## config.mk

```make
export PLATFORM = sky130hd
export DESIGN_NAME = pwm_dither_dac_flat
export DESIGN_NICKNAME = d
export VERILOG_FILES = /design/src/rtl/pwm_dac_pkg.sv /design/src/rtl/pwm_dither_dac_if.sv /design/src/rtl/pwm_frame_cnt.sv /design/src/rtl/pwm_dither_dac.sv /design/src/flat_wrapper.sv
export SDC_FILE = /design/constraint.sdc
export NUM_CORES = 1
export LEC_CHECK = 0
export BUFFER_PORTS_ARGS = -buffer_cell sky130_fd_sc_hd__buf_2
export CAP_MARGIN = 20
export CORE_ASPECT_RATIO = 0.5
export CORE_UTILIZATION = 51
export CTS_CLUSTER_SIZE = 30
export DETAILED_ROUTE_END_ITERATION = 6
export HOLD_SLACK_MARGIN = 0.15
export PLACE_DENSITY = 0.75
export SLEW_MARGIN = 10
export SYNTH_ARGS = -nofsm -noshare
export SYNTH_HDL_FRONTEND = slang
export SYNTH_SLANG_ARGS = --single-unit
```

## constraint.sdc

```tcl
create_clock -name clk_i -period 3.6 [get_ports clk_i]
set_input_delay 0.36 -clock clk_i [delete_from_list [all_inputs] [get_ports clk_i]]
set_output_delay 0.36 -clock clk_i [all_outputs]
set_load 0.05 [all_outputs]
```

## src/rtl/pwm_dac_pkg.sv

```systemverilog
// Shared PWM DAC constants and config-word layout, also used by the AMS config encoder.
package pwm_dac_pkg;

    localparam int DUTY_W    = 8;
    localparam int PAT_W     = 16;
    localparam int CCW       = DUTY_W + PAT_W;
    localparam int IDX_W     = $clog2(PAT_W);

    // Field positions inside the configuration word.
    localparam int DUTY_LSB  = PAT_W;
    localparam int PAT_MSB   = PAT_W - 1;

    // Pattern MSB is applied in period 0, LSB in the last period of the frame.
    localparam bit MSB_FIRST = 1'b1;

    typedef logic [DUTY_W-1:0] duty_t;
    typedef logic [PAT_W-1:0]  pat_t;
    typedef logic [CCW-1:0]    cfg_word_t;

    typedef struct packed {
        duty_t duty;
        pat_t  pat;
    } cfg_t;

    typedef enum logic {
        ST_IDLE = 1'b0,
        ST_RUN  = 1'b1
    } run_st_e;

    function automatic cfg_word_t pack_cfg(input duty_t duty, input pat_t pat);
        cfg_t c;
        c.duty = duty;
        c.pat  = pat;
        return cfg_word_t'(c);
    endfunction

    // High clocks per frame; mean duty = this / (2**DUTY_W * PAT_W).
    function automatic int frame_high_clks(input duty_t duty, input pat_t pat);
        return int'(duty) * PAT_W + $countones(pat);
    endfunction

endpackage

```

## src/rtl/pwm_dither_dac_if.sv

```systemverilog
// Enable/config in, PWM bit and period/frame strobes out.
interface pwm_dither_dac_if #(
    parameter int CCW = pwm_dac_pkg::CCW
);
    logic           en_i;
    logic [CCW-1:0] cfg_i;
    logic           pwm_o;
    logic           cycle_o;
    logic           frame_o;

    modport master (
        output en_i, cfg_i,
        input  pwm_o, cycle_o, frame_o
    );

    modport slave (
        input  en_i, cfg_i,
        output pwm_o, cycle_o, frame_o
    );
endinterface

```

## src/rtl/pwm_frame_cnt.sv

```systemverilog
// Period counter, frame index, run state and the registered period/frame strobes.
module pwm_frame_cnt #(
    parameter int DUTY_W = pwm_dac_pkg::DUTY_W,
    parameter int PAT_W  = pwm_dac_pkg::PAT_W,
    parameter int IDX_W  = $clog2(PAT_W)
) (
    input  logic              clk_i,
    input  logic              rstn_i,
    input  logic              en_i,
    output logic [DUTY_W-1:0] cnt_o,
    output logic [IDX_W-1:0]  idx_o,
    output logic              act_o,
    output logic              fstart_o,
    output logic              cycle_o,
    output logic              frame_o
);
    import pwm_dac_pkg::*;

    run_st_e           r_state;
    run_st_e           w_state_nxt;
    logic [DUTY_W-1:0] r_cnt;
    logic [IDX_W-1:0]  r_idx;
    logic              r_cycle;
    logic              r_frame;
    logic              w_act;
    logic              w_pstart;
    logic              w_fstart;

    always_ff @(posedge clk_i or negedge rstn_i) begin
        if (!rstn_i) r_state <= ST_IDLE;
        else         r_state <= w_state_nxt;
    end

    // Dropping en_i stops on the same edge; rising en_i spends one clock entering RUN.
    always_comb begin
        w_state_nxt = r_state;
        case (r_state)
            ST_IDLE: if (en_i)  w_state_nxt = ST_RUN;
            ST_RUN:  if (!en_i) w_state_nxt = ST_IDLE;
            default: w_state_nxt = ST_IDLE;
        endcase
    end

    assign w_act    = (r_state == ST_RUN) && en_i;
    assign w_pstart = w_act && (r_cnt == '0);
    assign w_fstart = w_pstart && (r_idx == '0);

    always_ff @(posedge clk_i or negedge rstn_i) begin
        if (!rstn_i) begin
            r_cnt   <= '0;
            r_idx   <= '0;
            r_cycle <= 1'b0;
            r_frame <= 1'b0;
        end else if (!w_act) begin
            r_cnt   <= '0;
            r_idx   <= '0;
            r_cycle <= 1'b0;
            r_frame <= 1'b0;
        end else begin
            r_cnt   <= r_cnt + 1'b1;
            if (&r_cnt) r_idx <= r_idx + 1'b1;
            r_cycle <= w_pstart;
            r_frame <= w_fstart;
        end
    end

    assign cnt_o    = r_cnt;
    assign idx_o    = r_idx;
    assign act_o    = w_act;
    assign fstart_o = w_fstart;
    assign cycle_o  = r_cycle;
    assign frame_o  = r_frame;

endmodule

```

## src/rtl/pwm_dither_dac.sv

```systemverilog
// Dithered PWM DAC: frame-aligned shadow config, per-period dither bit, registered compare.
module pwm_dither_dac #(
    parameter int DUTY_W = pwm_dac_pkg::DUTY_W,
    parameter int PAT_W  = pwm_dac_pkg::PAT_W,
    parameter int CCW    = DUTY_W + PAT_W
) (
    input  logic            clk_i,
    input  logic            rstn_i,
    pwm_dither_dac_if.slave bus
);
    import pwm_dac_pkg::*;

    localparam int               IDX_W    = $clog2(PAT_W);
    localparam logic [IDX_W-1:0] IDX_LAST = IDX_W'(PAT_W - 1);

    logic [DUTY_W-1:0] r_duty;
    logic [PAT_W-1:0]  r_pat;
    logic              r_pwm;

    logic [DUTY_W-1:0] w_cnt;
    logic [IDX_W-1:0]  w_idx;
    logic              w_act;
    logic              w_fstart;
    logic [DUTY_W-1:0] w_duty;
    logic [PAT_W-1:0]  w_pat;
    logic [IDX_W-1:0]  w_sel;
    logic              w_dbit;
    logic              w_hi;

    pwm_frame_cnt #(
        .DUTY_W (DUTY_W),
        .PAT_W  (PAT_W),
        .IDX_W  (IDX_W)
    ) u_frame_cnt (
        .clk_i    (clk_i),
        .rstn_i   (rstn_i),
        .en_i     (bus.en_i),
        .cnt_o    (w_cnt),
        .idx_o    (w_idx),
        .act_o    (w_act),
        .fstart_o (w_fstart),
        .cycle_o  (bus.cycle_o),
        .frame_o  (bus.frame_o)
    );

    // On the frame-start clock the compare must already see the new word.
    assign w_duty = w_fstart ? bus.cfg_i[CCW-1:PAT_W] : r_duty;
    assign w_pat  = w_fstart ? bus.cfg_i[PAT_W-1:0]   : r_pat;

    assign w_sel  = MSB_FIRST ? (IDX_LAST - w_idx) : w_idx;
    assign w_dbit = w_pat[w_sel];

    // One extra bit so duty 2**DUTY_W-1 plus dither reaches a full-high period.
    assign w_hi   = ({1'b0, w_cnt} < ({1'b0, w_duty} + {{DUTY_W{1'b0}}, w_dbit}));

    always_ff @(posedge clk_i or negedge rstn_i) begin
        if (!rstn_i) begin
            r_duty <= '0;
            r_pat  <= '0;
            r_pwm  <= 1'b0;
        end else begin
            if (w_fstart) begin
                r_duty <= bus.cfg_i[CCW-1:PAT_W];
                r_pat  <= bus.cfg_i[PAT_W-1:0];
            end
            r_pwm <= w_act && w_hi;
        end
    end

    assign bus.pwm_o = r_pwm;

endmodule
```

## src/flat_wrapper.sv

```systemverilog
// flat-port wrapper written by rule: the top's interface ports become plain ports
module pwm_dither_dac_flat import pwm_dac_pkg::*;
#(
    parameter int DUTY_W = pwm_dac_pkg::DUTY_W,
    parameter int PAT_W  = pwm_dac_pkg::PAT_W,
    parameter int CCW    = DUTY_W + PAT_W
)
  (clk_i, rstn_i, bus_en_i, bus_cfg_i, bus_pwm_o, bus_cycle_o, bus_frame_o);
  pwm_dither_dac_if #(.CCW(CCW)) bus_i ();
  input  logic clk_i;
  input  logic rstn_i;
  input wire logic [$bits(bus_i.en_i)-1:0] bus_en_i;
  input wire logic [$bits(bus_i.cfg_i)-1:0] bus_cfg_i;
  output wire logic [$bits(bus_i.pwm_o)-1:0] bus_pwm_o;
  output wire logic [$bits(bus_i.cycle_o)-1:0] bus_cycle_o;
  output wire logic [$bits(bus_i.frame_o)-1:0] bus_frame_o;
  assign bus_i.en_i = bus_en_i;
  assign bus_i.cfg_i = bus_cfg_i;
  assign bus_pwm_o = bus_i.pwm_o;
  assign bus_cycle_o = bus_i.cycle_o;
  assign bus_frame_o = bus_i.frame_o;
  pwm_dither_dac #(.DUTY_W(DUTY_W), .PAT_W(PAT_W), .CCW(CCW)) u_core (.clk_i(clk_i), .rstn_i(rstn_i), .bus(bus_i));
endmodule
```

==> metrics.txt, run 1 <==
fin crit share=105.6%; final count of hold timing violations=0; initial DRC count=56; pin count of the biggest net entering global routing=41; crit-path cells=inv_2, ha_1, nor3b_2, nand4b_1, inv_2, mux2_4, or3_4, o311ai_2, o211ai_1, ha_2, ha_4, and3_4, xnor2_2, ha_1, a21o_1, a2111oi_4, o21bai_1, a21oi_1; net count after synthesis=268; Yosys Warn Count=0; finished layout cell area=2688 sq um; crit path kind=register to register; final max-slew violation count=0; wire per inst=14.19 microns; DRT Pass-1 Iters=4; commonest non-fill, non-tap cell in the layout=nand2_1; FMAX=263.2 MHz; Initial Util=54.24%; number of max-cap violations=0; syn avg cell area=9.477 sq um; I/O Pins=30; Sink Count=40; Final Setup Violations=1; grt met1 use=29.45%; Critical Path Slowest Stage Cell=dfrtp_2; die width=between 90 and 100 microns; Worst setup SP type=register; Worst Tran Pin Value=0.8995 ns; CP max FO=4; GR Util All Layers=22.42%; met2 track demand over resource=36.50%; post-route insts no fill=335; diode count=0; crit path DAT=between 4 and 5 ns; chip height=about 48 microns; failing checks=setup timing; first-pass GRT wire length=7334 microns; status=finished, violations left; CTS Buf Count=5; # DRC=0; LEAKAGE=roughly 0.0013 uW; num rows=16; WL final=4753 microns; busiest layer in global routing=met2; CP delay by family, top=compound AO/OA/AOI/OAI gates; max incr delay on CP=0.42 ns; total number of vias=1785; number of placed instances, taps included=approximately 330; detailed placement HPWL=3371 microns; Worst Path Required=3.82 ns; DIE AREA=between 4000 and 5000 sq um; Power Dens Cells=~400 nW/um^2; fraction of layout cells with a size suffix above 1=~28%; Hold Path Class=primary input to asynchronous set/reset pin; nets@finish=320; unrepaired setup endpoints after global routing=true; fin crit period=3.800 ns; Worst slew margin=40.03%; vias per inst=approximately 5.3; Placed Area=around 2500 sq um; register bit total from synthesis=40; critical path endpoint category=register; clk slew on worst S/H paths=0.08 ns; Synth Instances=228; Setup Skew=approximately 0.0062 ns; antenna violations before repair=0; Max VDD drop=0.1920 mV; final worst slack=-0.2001 ns; clock root cell=clkbuf_8; Syn-to-layout area delta=24.38%; Global Route met3 Usage=around 6.8%; Seq/Total Area, Yosys=46.32%; Crit path buffers/inverters=2; Port Buffers=29; Mapped Area=between 2000 and 2500 sq um; # H-tree levels=2; GR Overflow Total=0; Clock Tree Buf Depth=2; remaining antenna violation count=0; GPL Wtd Cong=0.8117; CTS tree=done; worst-skew pair later-pin latency=0.29 ns; Core ar.=3984 sq um; vias in the first global route=about 1600; most frequent cells in the layout=nand2_1 (58), dfrtp_1 (39), buf_2 (29); Netlist cell types=40
-- per-layer routing --
metal  vias up  part of all wire, %
met1       851                   47
li1        885                    -
met4         0                  1.5
met2        41                   47
met5         -                    0
met3         8                  4.5
-- sequential cells by signal, summed over array words and instances, names as in the netlist --
| name | cells |
|---|---|
| u_core.u_frame_cnt.cycle_o | 1 |
| u_core.u_frame_cnt.idx_o | 4 |
| u_core.r_duty | 8 |
| u_core.r_pat | 16 |
| u_core.bus.pwm_o | 1 |
| u_core.u_frame_cnt.frame_o | 1 |
| u_core.u_frame_cnt.cnt_o | 8 |
| u_core.u_frame_cnt.r_state | 1 |
-- what timing repair did --
| action | in CTS | in global routing |
|---|---|---|
| hold endpoints to repair | 0 | 0 |
| gates resized for setup | 2 | 4 |
| setup buffers | 2 | 0 |
| hold buffers | 0 | 0 |
| pin swaps | 4 | 0 |
| endpoints found under the setup margin | 1 | 1 |
-- metrics by stage --
stage / setup WS, ns / hold WS (ns) / TNS (ns) / total power, uW / util [%]
finish: -0.2001 / 0.1863 / -0.2001 / 1053 / 67.46
floorplan: 0.0001867 / 0.06441 / 0 / 662.4 / -
detailed placement: -0.2312 / 0.4644 / -0.2312 / 736.2 / 63.72
global route: -0.3659 / 0.1815 / -0.3659 / 1112 / 67.46
global placement: 0.009710 / 0.4563 / 0 / 723.7 / 63.72
CTS: -0.1490 / 0.1852 / -0.1490 / 1056 / 66.93
-- cell usage after synthesis (all sizes together) --
master	n	area share (%)
a2111oi	1	0.41
a211oi	1	0.35
a21o	1	0.35
a21oi	5	1.2
a41oi	1	0.41
and3	6	1.7
and3b	1	0.41
buf	3	0.98
clkbuf	5	0.87
dfrtp	40	46
ha	13	7.5
inv	10	1.7
mux2	5	2.8
mux2i	8	3.7
mux4	1	1.0
nand2	58	10
nand3	11	2.5
nand4	4	1.2
nand4b	2	0.81
nor2	15	2.6
nor2b	1	0.29
nor3	2	0.69
nor3b	1	0.35
nor4b	1	0.69
o2111ai	1	0.41
o211ai	2	0.69
o21ai	9	2.1
o21bai	1	0.35
o22a	1	0.41
o311ai	1	0.41
o41a	1	0.52
or3	3	0.87
xnor2	9	3.6
xor2	4	1.6
-- where the power goes --
group	leakage, uW	total, uW	switching [uW]	internal, uW
registers	0.000509	525	25.6	500
logic	0.000765	213	119	94.8
clock network	0.0000510	314	161	153
total	0.00133	1050	305	748
-- logic make-up after synthesis --
family | Yosys count | synth area share, %
DFF | 40 | 46.32
muxes | 14 | 7.527
adders and majority gates | 13 | 7.528
buffers and inverters | 18 | 3.590
AOI/OAI and AO/OA | 25 | 7.528
xor gates and xnor gates | 13 | 5.269
and+or+nand+nor | 105 | 22.24
-- layout make-up --
type	instances	area [sq um]
Fill cell	310	1296
Multi-Input combinational cell	170	1159
Sequential cell	40	1002
Timing Repair Buffer	53	329.1
Clock buffer	6	82.58
Tap cell	54	67.56
Inverter	10	37.54
Clock inverter	2	10.01
-- path summary, 6_finish.rpt --
path	start	to	slack (ns)	cells after the start
setup reg to reg	u_core.u_frame_cnt.idx_o[1]	u_core.bus.pwm_o	-0.20	18
hold / removal	rstn_i	u_core.r_duty[7]	0.19	1
max in group asynchronous	rstn_i	u_core.u_frame_cnt.idx_o[1]	2.79	1
setup / recovery	u_core.u_frame_cnt.idx_o[1]	u_core.bus.pwm_o	-0.20	18
hold reg to reg	u_core.r_pat[1]	u_core.r_pat[1]	0.48	2
min in group clk_i	bus_en_i	u_core.u_frame_cnt.r_state	0.19	1
No activity file was read; power rests on OpenSTA's default activity.
==> inputs of run 2 (changes only) <==
--- a/config.mk
+++ b/config.mk
@@ -11,6 +11,7 @@
 export CORE_UTILIZATION = 51
 export CTS_CLUSTER_SIZE = 30
 export DETAILED_ROUTE_END_ITERATION = 6
+export GPL_TIMING_DRIVEN = 0
 export HOLD_SLACK_MARGIN = 0.15
 export PLACE_DENSITY = 0.75
 export SLEW_MARGIN = 10
==> constraint.sdc (replaced) <==
create_clock -name clk_i -period 3.6 [get_ports clk_i]
set_input_delay 0.72 -clock clk_i [delete_from_list [all_inputs] [get_ports clk_i]]
set_output_delay 0.72 -clock clk_i [all_outputs]
set_load 0.05 [all_outputs]
==> metrics.txt, run 2 (synthesis results as in run 1) <==
Hold Path Class=register to register (was primary input to asynchronous set/reset pin); vias per inst=5.347 (was 5.328); Post-Place Setup Slack=-0.4569 ns (was -0.2312 ns); fin crit period=3.846 ns (was 3.800 ns); critical path endpoint category=register (unchanged); crit path DAT=4.07 ns (was 4.02 ns); failing checks=setup timing (unchanged); die width=94.06 microns (unchanged); number of max-cap violations=0 (unchanged); pin count of the biggest net entering global routing=41 (unchanged); post-route insts no fill=331 (was 335); CTS tree=done (unchanged); antenna violations before repair=0 (unchanged); Initial Util=54.24% (unchanged); total number of vias=1770 (was 1785); commonest non-fill, non-tap cell in the layout=nand2_1 (unchanged); initial DRC count=131 (was 56); Max VDD drop=0.2371 mV (was 0.1920 mV); Clock Tree Buf Depth=2 (unchanged); Port Buffers=29 (unchanged); Worst Path Required=3.83 ns (was 3.82 ns); diode count=0 (unchanged); DIE AREA=4517 sq um (unchanged); Largest Register=u_core.r_pat (unchanged); path depth of the worst reg2reg path=18 (unchanged); # DRC=0 (unchanged); remaining antenna violation count=0 (unchanged); final worst slack=-0.2464 ns (was -0.2001 ns); nets@finish=316 (was 320); WL final=4685 microns (was 4753 microns); fin crit share=106.8% (was 105.6%); GR Util All Layers=21.99% (was 22.42%); Final Setup Violations=1 (unchanged); RR Endpoint=u_core.bus.pwm_o (unchanged); Setup Skew=0.004879 ns (was 0.006170 ns); Worst Tran Pin Value=0.8685 ns (was 0.8995 ns); hold path depth=2; num rows=16 (unchanged); vias in the first global route=1583 (was 1585); Crit. Startpoint=u_core.u_frame_cnt.cnt_o[0] (was u_core.u_frame_cnt.idx_o[1]); worst-skew pair later-pin latency=0.30 ns (was 0.29 ns); wire per inst=14.15 microns (was 14.19 microns); fillcell total=310 (unchanged); FMAX=260.0 MHz (was 263.2 MHz); detailed placement HPWL=3056 microns (was 3371 microns); status=finished, violations left (unchanged); clock root cell=clkbuf_8 (unchanged); crit path kind=register to register (unchanged); final count of hold timing violations=0 (unchanged); first-pass GRT wire length=7265 microns (was 7334 microns); max reg flops=16 (unchanged); DRT Pass-1 Iters=4 (unchanged); Syn-to-layout area delta=23.45% (was 24.38%); clk slew on worst S/H paths=0.08 ns (about the same); final max-slew violation count=0 (unchanged); Min Hold Slack=0.4841 ns (was 0.1863 ns); chip height=48.03 microns (unchanged); Worst slew margin=42.10% (was 40.03%); Sink Count=40 (unchanged); GR Overflow Total=0 (unchanged); Core ar.=3984 sq um (unchanged); # H-tree levels=2 (unchanged); flop2flop setup slack=-0.25 ns (was -0.20 ns); fraction of layout cells with a size suffix above 1=26.35% (was 28.11%); Placed Area=2419 sq um (was 2539 sq um); critical path endpoint=u_core.bus.pwm_o (unchanged); Worst setup SP type=register (unchanged); GPL Wtd Cong=0.8199 (was 0.8117); Power Dens Cells=419.0 nW/um^2 (was 391.8 nW/um^2); I/O Pins=30 (unchanged); LEAKAGE=0.001286 uW (was 0.001325 uW); reg2reg start=u_core.u_frame_cnt.cnt_o[0] (was u_core.u_frame_cnt.idx_o[1]); finished layout cell area=2668 sq um (was 2688 sq um); unrepaired setup endpoints after global routing=true (unchanged); most frequent cells in the layout=nand2_1 (57), dfrtp_1 (38), buf_2 (31) (was nand2_1 (58), dfrtp_1 (39), buf_2 (29)); number of placed instances, taps included=311 (was 325); CTS Buf Count=5 (unchanged); CP max FO=7 (was 4)
[run 2: final cells by class]
type	instances	area, sq um	area share, %
tap	54	67.56	2.533
sequential	40	1003	37.62
multi-input combinational	170	1171	43.90
timing repair buffer	41	235.2	8.818
inverter	10	37.54	1.407
buffer	8	41.29	1.548
clock buffer	5	68.82	2.580
clock inverter	3	42.54	1.595
[run 2: what timing repair did]
| action | in CTS | in global routing |
|---|---|---|
| hold buffers | 0 | 0 |
| resized for setup | 7 | 2 |
| setup buffers | 8 | 4 |
| pin swaps | 6 | 4 |
| endpoints found under the setup margin | 1 | 1 |
[run 2: worst max-delay path: stages (launching register included)]
cell and delay [ns]:
dfrtp_1 0.39, inv_1 0.06, ha_1 0.17, nor4b_4 0.23
nand4b_1 0.21, inv_2 0.20, mux2_4 0.32, or3_1 0.31
o311ai_1 0.08, o211ai_1 0.16, ha_2 0.23, ha_4 0.18
and3_4 0.16, xnor2_4 0.15, ha_4 0.23, a21o_1 0.17
a2111oi_2 0.29, o21bai_1 0.10, a21oi_1 0.15
[run 2: per-layer routing]
metal	vias up	routed length, microns	track usage, %
met5	-	0	0
met4	0	44	7.692
li1	877	-	-
met3	6	234	5.873
met2	38	2188	36.35
met1	849	2217	28.92
[run 2: through the flow]
step	total power (uW)	util, %	setup TNS, ns
2_1_floorplan	664.8	-	-0.03259
3_3_place_gp	720.1	60.71	-0.4357
3_5_place_dp	727.4	60.71	-0.4569
4_1_cts	1107	65.61	-0.2136
5_1_grt	1172	66.96	-0.4531
6_report	1118	66.96	-0.2464
[run 2: where the power goes]
part           switching (uW)  internal [uW]
logic                     119           99.1
clock network             169            205
registers                26.0            500
[run 2: worst min-delay path by stage]
stage | start | endpoint | slack (ns)
floorplan | rstn_i | u_core.bus.pwm_o | 0.42
global placement | u_core.r_pat[2] | u_core.r_pat[2] | 0.46
detailed placement | u_core.r_pat[11] | u_core.r_pat[11] | 0.47
CTS | u_core.r_pat[11] | u_core.r_pat[11] | 0.49
global route | u_core.r_pat[11] | u_core.r_pat[11] | 0.50
finish | u_core.r_pat[3] | u_core.r_pat[3] | 0.48
